--- src/rtl/serial_subtractor_pkg.sv ---
// Shared types for the bit-serial subtractor.
// FSM state encoding used by serial_subtractor.
package serial_subtractor_pkg;

  typedef enum logic {
    ST_IDLE  = 1'b0,
    ST_SHIFT = 1'b1
  } state_t;

  // Index of the last processed bit for a given width.
  function automatic int last_bit(input int width);
    return width - 1;
  endfunction

endpackage

--- src/rtl/full_subtractor.sv ---
// Full subtractor from two half subtractors and an OR.
// Ports: a, b, borrow_in in; diff, borrow_out out.
module full_subtractor (
  input  logic a,
  input  logic b,
  input  logic borrow_in,
  output logic diff,
  output logic borrow_out
);

  logic d1;
  logic b1;
  logic b2;

  half_subtractor u_hs0 (
    .a      (a),
    .b      (b),
    .diff   (d1),
    .borrow (b1)
  );

  // Second stage subtracts the incoming borrow.
  half_subtractor u_hs1 (
    .a      (d1),
    .b      (borrow_in),
    .diff   (diff),
    .borrow (b2)
  );

  assign borrow_out = b1 | b2;

endmodule

--- src/rtl/half_subtractor.sv ---
// Half subtractor cell: a - b.
// Ports: a, b in; diff = a^b, borrow = ~a&b out.
module half_subtractor (
  input  logic a,
  input  logic b,
  output logic diff,
  output logic borrow
);

  assign diff   = a ^ b;
  assign borrow = ~a & b;

endmodule

--- src/rtl/serial_subtractor.sv ---
// Bit-serial unsigned subtractor, LSB first, one bit per clock.
// Ports: clk, rst, start, minuend, subtrahend in;
// busy, done, difference, borrow_out out.
module serial_subtractor #(
  parameter int WIDTH = 8
) (
  input  logic             clk,
  input  logic             rst,
  input  logic             start,
  input  logic [WIDTH-1:0] minuend,
  input  logic [WIDTH-1:0] subtrahend,
  output logic             busy,
  output logic             done,
  output logic [WIDTH-1:0] difference,
  output logic             borrow_out
);

  import serial_subtractor_pkg::*;

  localparam int CW = $clog2(WIDTH) + 1;
  localparam logic [CW-1:0] LAST = CW'(last_bit(WIDTH));

  state_t           state;
  logic [WIDTH-1:0] a_sr;
  logic [WIDTH-1:0] b_sr;
  logic [WIDTH-1:0] d_sr;
  logic             brw;
  logic [CW-1:0]    cnt;

  logic             d;
  logic             bo;
  logic [WIDTH-1:0] d_next;

  full_subtractor u_fs (
    .a          (a_sr[0]),
    .b          (b_sr[0]),
    .borrow_in  (brw),
    .diff       (d),
    .borrow_out (bo)
  );

  // New bit enters at the MSB; shift form also holds for WIDTH=1.
  always_comb begin
    d_next = (d_sr >> 1) | (WIDTH'(d) << (WIDTH - 1));
  end

  assign busy = (state == ST_SHIFT);

  always_ff @(posedge clk or posedge rst) begin
    if (rst) begin
      state      <= ST_IDLE;
      a_sr       <= '0;
      b_sr       <= '0;
      d_sr       <= '0;
      brw        <= 1'b0;
      cnt        <= '0;
      done       <= 1'b0;
      difference <= '0;
      borrow_out <= 1'b0;
    end else begin
      done <= 1'b0;
      unique case (state)
        ST_IDLE: begin
          if (start) begin
            a_sr  <= minuend;
            b_sr  <= subtrahend;
            d_sr  <= '0;
            brw   <= 1'b0;
            cnt   <= '0;
            state <= ST_SHIFT;
          end
        end
        ST_SHIFT: begin
          a_sr <= a_sr >> 1;
          b_sr <= b_sr >> 1;
          d_sr <= d_next;
          brw  <= bo;
          cnt  <= cnt + CW'(1);
          if (cnt == LAST) begin
            difference <= d_next;
            borrow_out <= bo;
            done       <= 1'b1;
            state      <= ST_IDLE;
          end
        end
        default: state <= ST_IDLE;
      endcase
    end
  end

endmodule

--- config.mk ---
export PLATFORM = sky130hd
export DESIGN_NAME = serial_subtractor
export DESIGN_NICKNAME = d
export VERILOG_FILES = /design/src/rtl/serial_subtractor_pkg.sv /design/src/rtl/full_subtractor.sv /design/src/rtl/half_subtractor.sv /design/src/rtl/serial_subtractor.sv
export SDC_FILE = /design/constraint.sdc
export NUM_CORES = 1
export LEC_CHECK = 0
export ABC_AREA = 1
export CORE_ASPECT_RATIO = 1.5
export CORE_MARGIN = 3
export CORE_UTILIZATION = 35
export CTS_CLUSTER_DIAMETER = 30
export DETAILED_ROUTE_END_ITERATION = 6
export SYNTH_ARGS = -nofsm -noshare
export SYNTH_HDL_FRONTEND = slang
export SYNTH_SLANG_ARGS = --single-unit
--- constraint.sdc ---
create_clock -name clk -period 1.6 [get_ports clk]
set_input_delay 0.16 -clock clk [delete_from_list [all_inputs] [get_ports clk]]
set_output_delay 0.16 -clock clk [all_outputs]
set_load 0.005 [all_outputs]
==> impl_metrics.json, run 1 <==
{
  "outcome": "finished clean",
  "clock_sinks": 39,
  "muxShareOfSynthArea": 0,
  "start_kind": "register",
  "finalSetupViolCount": 0,
  "cts_root_buf": "clkbuf_8",
  "wirelength_mm": 3.09,
  "ys_types": 17,
  "diodes": 0,
  "synth_top_area_share": 0.584,
  "drc": 0,
  "cts-htree-levels": 2,
  "critPathSlowestCell": "clkdlybuf4s50_1",
  "worstPathCellList": "clkdlybuf4s50_1",
  "syn_nets": 206,
  "grt_antenna_before_repair": 0,
  "tightestPinTransition_ns": 0.348,
  "viasPerCell": 4.39,
  "critical_path_class": "register to primary output",
  "clk_latency_ns": 0.29,
  "clock_path_buffers": 2,
  "skew_ns": 0.00701,
  "cp.depth": 1,
  "critPathTopFamily": "buffers and inverters",
  "routedWlPerCell_um": 10.7,
  "max-slew-margin-rel": 0.767,
  "place.gp.congestion": 0.720,
  "min_period_ns": 1.52,
  "cts_tree": "built",
  "nNetsFinal": 244,
  "final_cells": 288,
  "core_area_um2": 4580,
  "io_buffers": 29,
  "synthSimpleGateAreaFrac": 0.283,
  "critPathBufInv": 1,
  "reg2regPathDepth": 6,
  "dpl.hpwl_mm": 2.24,
  "die_h_um": 90.6,
  "syn_area_per_cell_um2": 9.04,
  "max_freq_mhz": 660,
  "ir_drop_mv": 0.600,
  "placed_cells": 280,
  "synth_compound_area_frac": 0.0374,
  "dr.pass1.iters": 4,
  "finalHoldViolCount": 0,
  "synth_warnings": 0,
  "crit_required_ns": 1.44,
  "synth_seq_area_share": 0.584,
  "cts_setup_buffers": 0,
  "grt_pass1_vias": 1262,
  "grt_overflow": 0,
  "synth_seq_cells": 39,
  "numCtsBuffers": 5,
  "synthTopCellsByArea": "dfrtp_1 (58%), nand2_1 (17%), nand3_1 (7.2%)",
  "p_leak_nw": 1.08,
  "synth_top_family_by_area": "simple AND/OR/NAND/NOR gates",
  "cap_violations": 0,
  "num_vias": 1264,
  "num_rows": 30,
  "critPathLaunch": "busy$_DFF_PP0_",
  "crit_fanout": 9,
  "synthAdderAreaFrac": 0.0195,
  "hold_class": "input pin to asynchronous set/reset pin",
  "die-area_um2": 5660,
  "die_w_um": 62.4,
  "power_density_nw_per_um2": 1780,
  "endpoint_kind": "primary output",
  "grt_setup_unrepaired": "false",
  "syn_area_um2": 1670,
  "worstPathArrival_ns": 1.36,
  "r2r-start": "cnt[0]$_DFFE_PP0P_",
  "grt_max_degree": 40,
  "nFillCells": 470,
  "clkTransAtPathRegs_ns": 0.08,
  "drive_above_1_share": 0.112,
  "area_growth_pct": 30.0,
  "endpoint": "busy",
  "synth_xor_area_frac": 0,
  "crit_path_max_incr_delay_ns": 0.55,
  "drt_iter0_markers": 48,
  "ant_nets": 0,
  "r2r-end": "borrow_out$_DFFE_PP0P_",
  "slew_violations": 0,
  "final_util": 0.475,
  "grt_pass1_wl_mm": 5.57,
  "grtUsageTotal": 0.125,
  "ios": 30,
  "syn_inst": 185,
  "yosys.area.top_type": "dfrtp_1",
  "r2r_slack_ns": 0.39,
  "fin_setup_tns_ns": 0,
  "start_util": 0.365,
  "finalCritPeriodShare": 0.947
}
stage by stage:
step	setup slack, ns	cell area (um2)	total power [mW]	hold WS, ns
after floorplan	0.481	1670	2.57	0.270
after global placement	0.211	2050	3.04	0.453
after detailed placement	0.209	2050	3.10	0.458
after CTS	0.0458	2170	3.96	0.218
after global routing	0.0266	2170	4.24	0.237
final	0.0840	2170	3.88	0.215
worst min path at each step:
stage,slack (ns),startpoint,depth (start not counted),to
finish,0.22,rst,3,d_sr[7]$_DFFE_PP0P_
global route,0.24,rst,3,d_sr[7]$_DFFE_PP0P_
CTS,0.22,rst,3,difference[7]$_DFFE_PP0P_
detailed placement,0.46,difference[4]$_DFFE_PP0P_,2,difference[4]$_DFFE_PP0P_
global placement,0.45,difference[5]$_DFFE_PP0P_,2,difference[5]$_DFFE_PP0P_
floorplan,0.27,minuend[7],2,a_sr[7]$_DFFE_PP0P_
cell type report:
cell class / instances / area [um2] / area share
clock buffer: 6 / 82.6 / 0.0380
clock inverter: 2 / 35.0 / 0.0161
inverter: 18 / 67.6 / 0.0311
multi-input combinational: 122 / 568 / 0.261
sequential: 39 / 977 / 0.450
tap: 64 / 80.1 / 0.0368
timing repair buffer: 37 / 363 / 0.167
cell usage after synthesis:
master and number:
o22ai_1 6, nor2_1 1, nand2_1 77, dfrtp_1 39, o21ai_1 2, inv_1 16
ha_1 1, a21oi_1 1, o21ai_0 2, nor2_4 3, fa_1 1, nand3b_1 1
buf_6 4, buf_4 2, inv_2 2, nand2_2 3, nand3_1 24
power by group:
part | switching [mW] | internal, mW | total, mW
clock | 0.331 | 0.504 | 0.835
combinational | 0.731 | 0.677 | 1.41
sequential | 0.249 | 1.39 | 1.63
layer usage:
layer / vias up / track usage / share of wire
met5: - / 0 / 0
met2: 30 / 0.217 / 0.53
met4: 0 / 0.0608 / 0.017
met3: 5 / 0.0399 / 0.043
li1: 655 / - / -
met1: 574 / 0.136 / 0.41
flip-flops by register name, summed over array words and instances, names as in the netlist:
name,cells
a_sr,8
b_sr,8
difference,8
d_sr,7
cnt,4
borrow_out,1
brw,1
busy,1
done,1
cells by family (layout without fill, tap and decap cells):
family	Yosys count	count (layout)
buf+inv	24	63
fa+ha+maj	2	2
compound gates	11	11
simple gates	109	109
flops	39	39
repair_timing:
action | CTS | global route
endpoints found under the setup margin | 1 | 0
hold buffers | 0 | 0
resized for setup | 1 | 0
endpoints found under the hold margin | 0 | 0
placed cells by master (no fill, tap or decap), drive strengths merged:
master	n
ha	1
clkbuf	6
o22ai	6
nor2	4
clkdlybuf4s50	29
bufinv	1
inv	18
o21ai	4
nand2	80
fa	1
clkinv	1
buf	8
nand3b	1
dfrtp	39
nand3	24
a21oi	1
Note: power is estimated with default switching activity, not from simulation.
==> inputs of run 2 (changes only) <==
- SLEW_MARGIN: default -> 20
==> results of run 2 <==
The final DEF is identical to that of run 1; final timing and power are the same.
==> inputs of run 3 (changes only) <==
--- a/config.mk
+++ b/config.mk
@@ -10,6 +10,5 @@
 export CORE_MARGIN = 3
-export CORE_UTILIZATION = 35
+export CORE_UTILIZATION = 25
 export CTS_CLUSTER_DIAMETER = 30
 export DETAILED_ROUTE_END_ITERATION = 6
-export SLEW_MARGIN = 20
 export SYNTH_ARGS = -nofsm -noshare
==> constraint.sdc (replaced) <==
create_clock -name clk -period 1.6 [get_ports clk]
set_input_delay 0.32 -clock clk [delete_from_list [all_inputs] [get_ports clk]]
set_output_delay 0.32 -clock clk [all_outputs]
set_load 0.005 [all_outputs]
==> run 3 against run 2 <==
  * Sequential cell count did not move
  * First-iteration DRC count grew 31%
  * Register-to-register slack barely moved
  * Global-route usage down 3.0 points
  * Critical path type unchanged
  * Largest cell class unchanged
==> impl_metrics.json, run 3 (synthesis gave the netlist of run 1 again) <==
{
  "final_util": 0.346,
  "ir_drop_mv": 0.710,
  "drt_iter0_markers": 63,
  "grt_pass1_vias": 1251,
  "finalSetupViolCount": 0,
  "cts-htree-levels": 2,
  "clock_sinks": 39,
  "ant_nets": 0,
  "grtUsageTotal": 0.0954,
  "die-area_um2": 7720,
  "num_rows": 35,
  "wl_met2_mm": 1.56,
  "numCtsBuffers": 5,
  "grt_pass1_wl_mm": 5.73,
  "nNetsFinal": 244,
  "endpoint_kind": "primary output",
  "top_layer": "met4",
  "slew_violations": 0,
  "viasPerCell": 4.20,
  "crit_required_ns": 1.28,
  "reg_top3": "a_sr x8, b_sr x8, difference x8",
  "layout_common_cells": "nand2_1 (77), dfrtp_1 (39), clkdlybuf4s50_1 (29)",
  "r2r-end": "busy$_DFF_PP0_",
  "tightestPinTransition_ns": 0.209,
  "max_freq_mhz": 685,
  "die_h_um": 106,
  "max-slew-margin-rel": 0.860,
  "layout_commonest_cell": "nand2_1",
  "power_density_nw_per_um2": 1730,
  "place_ws_ns": 0.198,
  "r2r-start": "cnt[0]$_DFFE_PP0P_",
  "placed_cells": 290,
  "outcome": "finished clean",
  "min_period_ns": 1.46,
  "place.gp.congestion": 0.766,
  "wl_met1_mm": 1.37,
  "cts_tree": "built",
  "grt_setup_unrepaired": "false",
  "worstPathCellList": "clkdlybuf4s50_1",
  "critPathTopFamily": "buffers and inverters",
  "fin_setup_tns_ns": 0,
  "worstPathArrival_ns": 1.14,
  "finalCritPeriodShare": 0.913,
  "r2r_slack_ns": 0.39,
  "worst_slack_ns": 0.139,
  "start_util": 0.265,
  "dr.pass1.iters": 4,
  "routedWlPerCell_um": 10.6,
  "grt_antenna_before_repair": 0,
  "drc": 0,
  "num_vias": 1253,
  "cts_setup_buffers": 0,
  "p_total_mw": 3.77,
  "skew_ns": 0.00443,
  "timing.hold.ws_ns": 0.392,
  "start_kind": "register",
  "finalHoldViolCount": 0,
  "io_buffers": 29,
  "area_growth_pct": 30.4,
  "grt_max_degree": 40,
  "nFillCells": 686,
  "die_w_um": 72.8,
  "dpl.hpwl_mm": 2.23,
  "cts_root_buf": "clkbuf_8",
  "final_cells": 298,
  "diodes": 0,
  "core_area_um2": 6310,
  "critPathSlowestCell": "clkdlybuf4s50_1",
  "dpl_cell_area_um2": 2080,
  "crit_path_max_incr_delay_ns": 0.50,
  "reg2regPathDepth": 6,
  "hold_class": "input pin to asynchronous set/reset pin",
  "finalInstanceArea_um2": 2180,
  "wirelength_mm": 3.16,
  "critical_path_class": "register to primary output",
  "critPathBufInv": 1,
  "ios": 30,
  "drive_above_1_share": 0.103,
  "clk_latency_ns": 0.29,
  "clkTransAtPathRegs_ns": 0.07,
  "grt_overflow": 0,
  "cts.repair.resized": 0,
  "p_leak_nw": 1.07,
  "met3_wirelength_um": 167,
  "cts_hold_buf": 0,
  "cap_violations": 0,
  "clock_path_buffers": 2,
  "crit_fanout": 2
}
[run 3: power by group]
| group | switching (mW) | internal [mW] | total [mW] |
|---|---|---|---|
| sequential | 0.201 | 1.38 | 1.58 |
| combinational | 0.778 | 0.688 | 1.47 |
| clock | 0.326 | 0.393 | 0.719 |
| total | 1.31 | 2.47 | 3.77 |
[run 3: layout make-up]
cell class / instances / area, um2 / share of cell area
Inverter: 18 / 67.6 / 0.0310
Sequential cell: 39 / 976 / 0.448
Timing Repair Buffer: 37 / 375 / 0.172
Multi-Input combinational cell: 122 / 568 / 0.261
Clock buffer: 8 / 100 / 0.0459
Tap cell: 74 / 92.6 / 0.0425
[run 3: how the worst max path moves through the flow]
stage,from,cells past startpoint,slack [ns],end
4_1_cts,busy$_DFF_PP0_,1,0.11,busy
3_5_place_dp,start,6,0.20,a_sr[0]$_DFFE_PP0P_
3_3_place_gp,start,6,0.20,b_sr[3]$_DFFE_PP0P_
5_1_grt,difference[7]$_DFFE_PP0P_,1,0.08,difference[7]
6_report,busy$_DFF_PP0_,1,0.14,busy
2_1_floorplan,rst,1,0.39,a_sr[0]$_DFFE_PP0P_
[run 3: routing by layer]
| layer | up-vias | global-route usage |
|---|---|---|
| li1 | 654 | - |
| met1 | 564 | 0.111 |
| met2 | 30 | 0.158 |
| met3 | 5 | 0.0265 |
| met4 | 0 | 0.0475 |
| met5 | - | 0 |
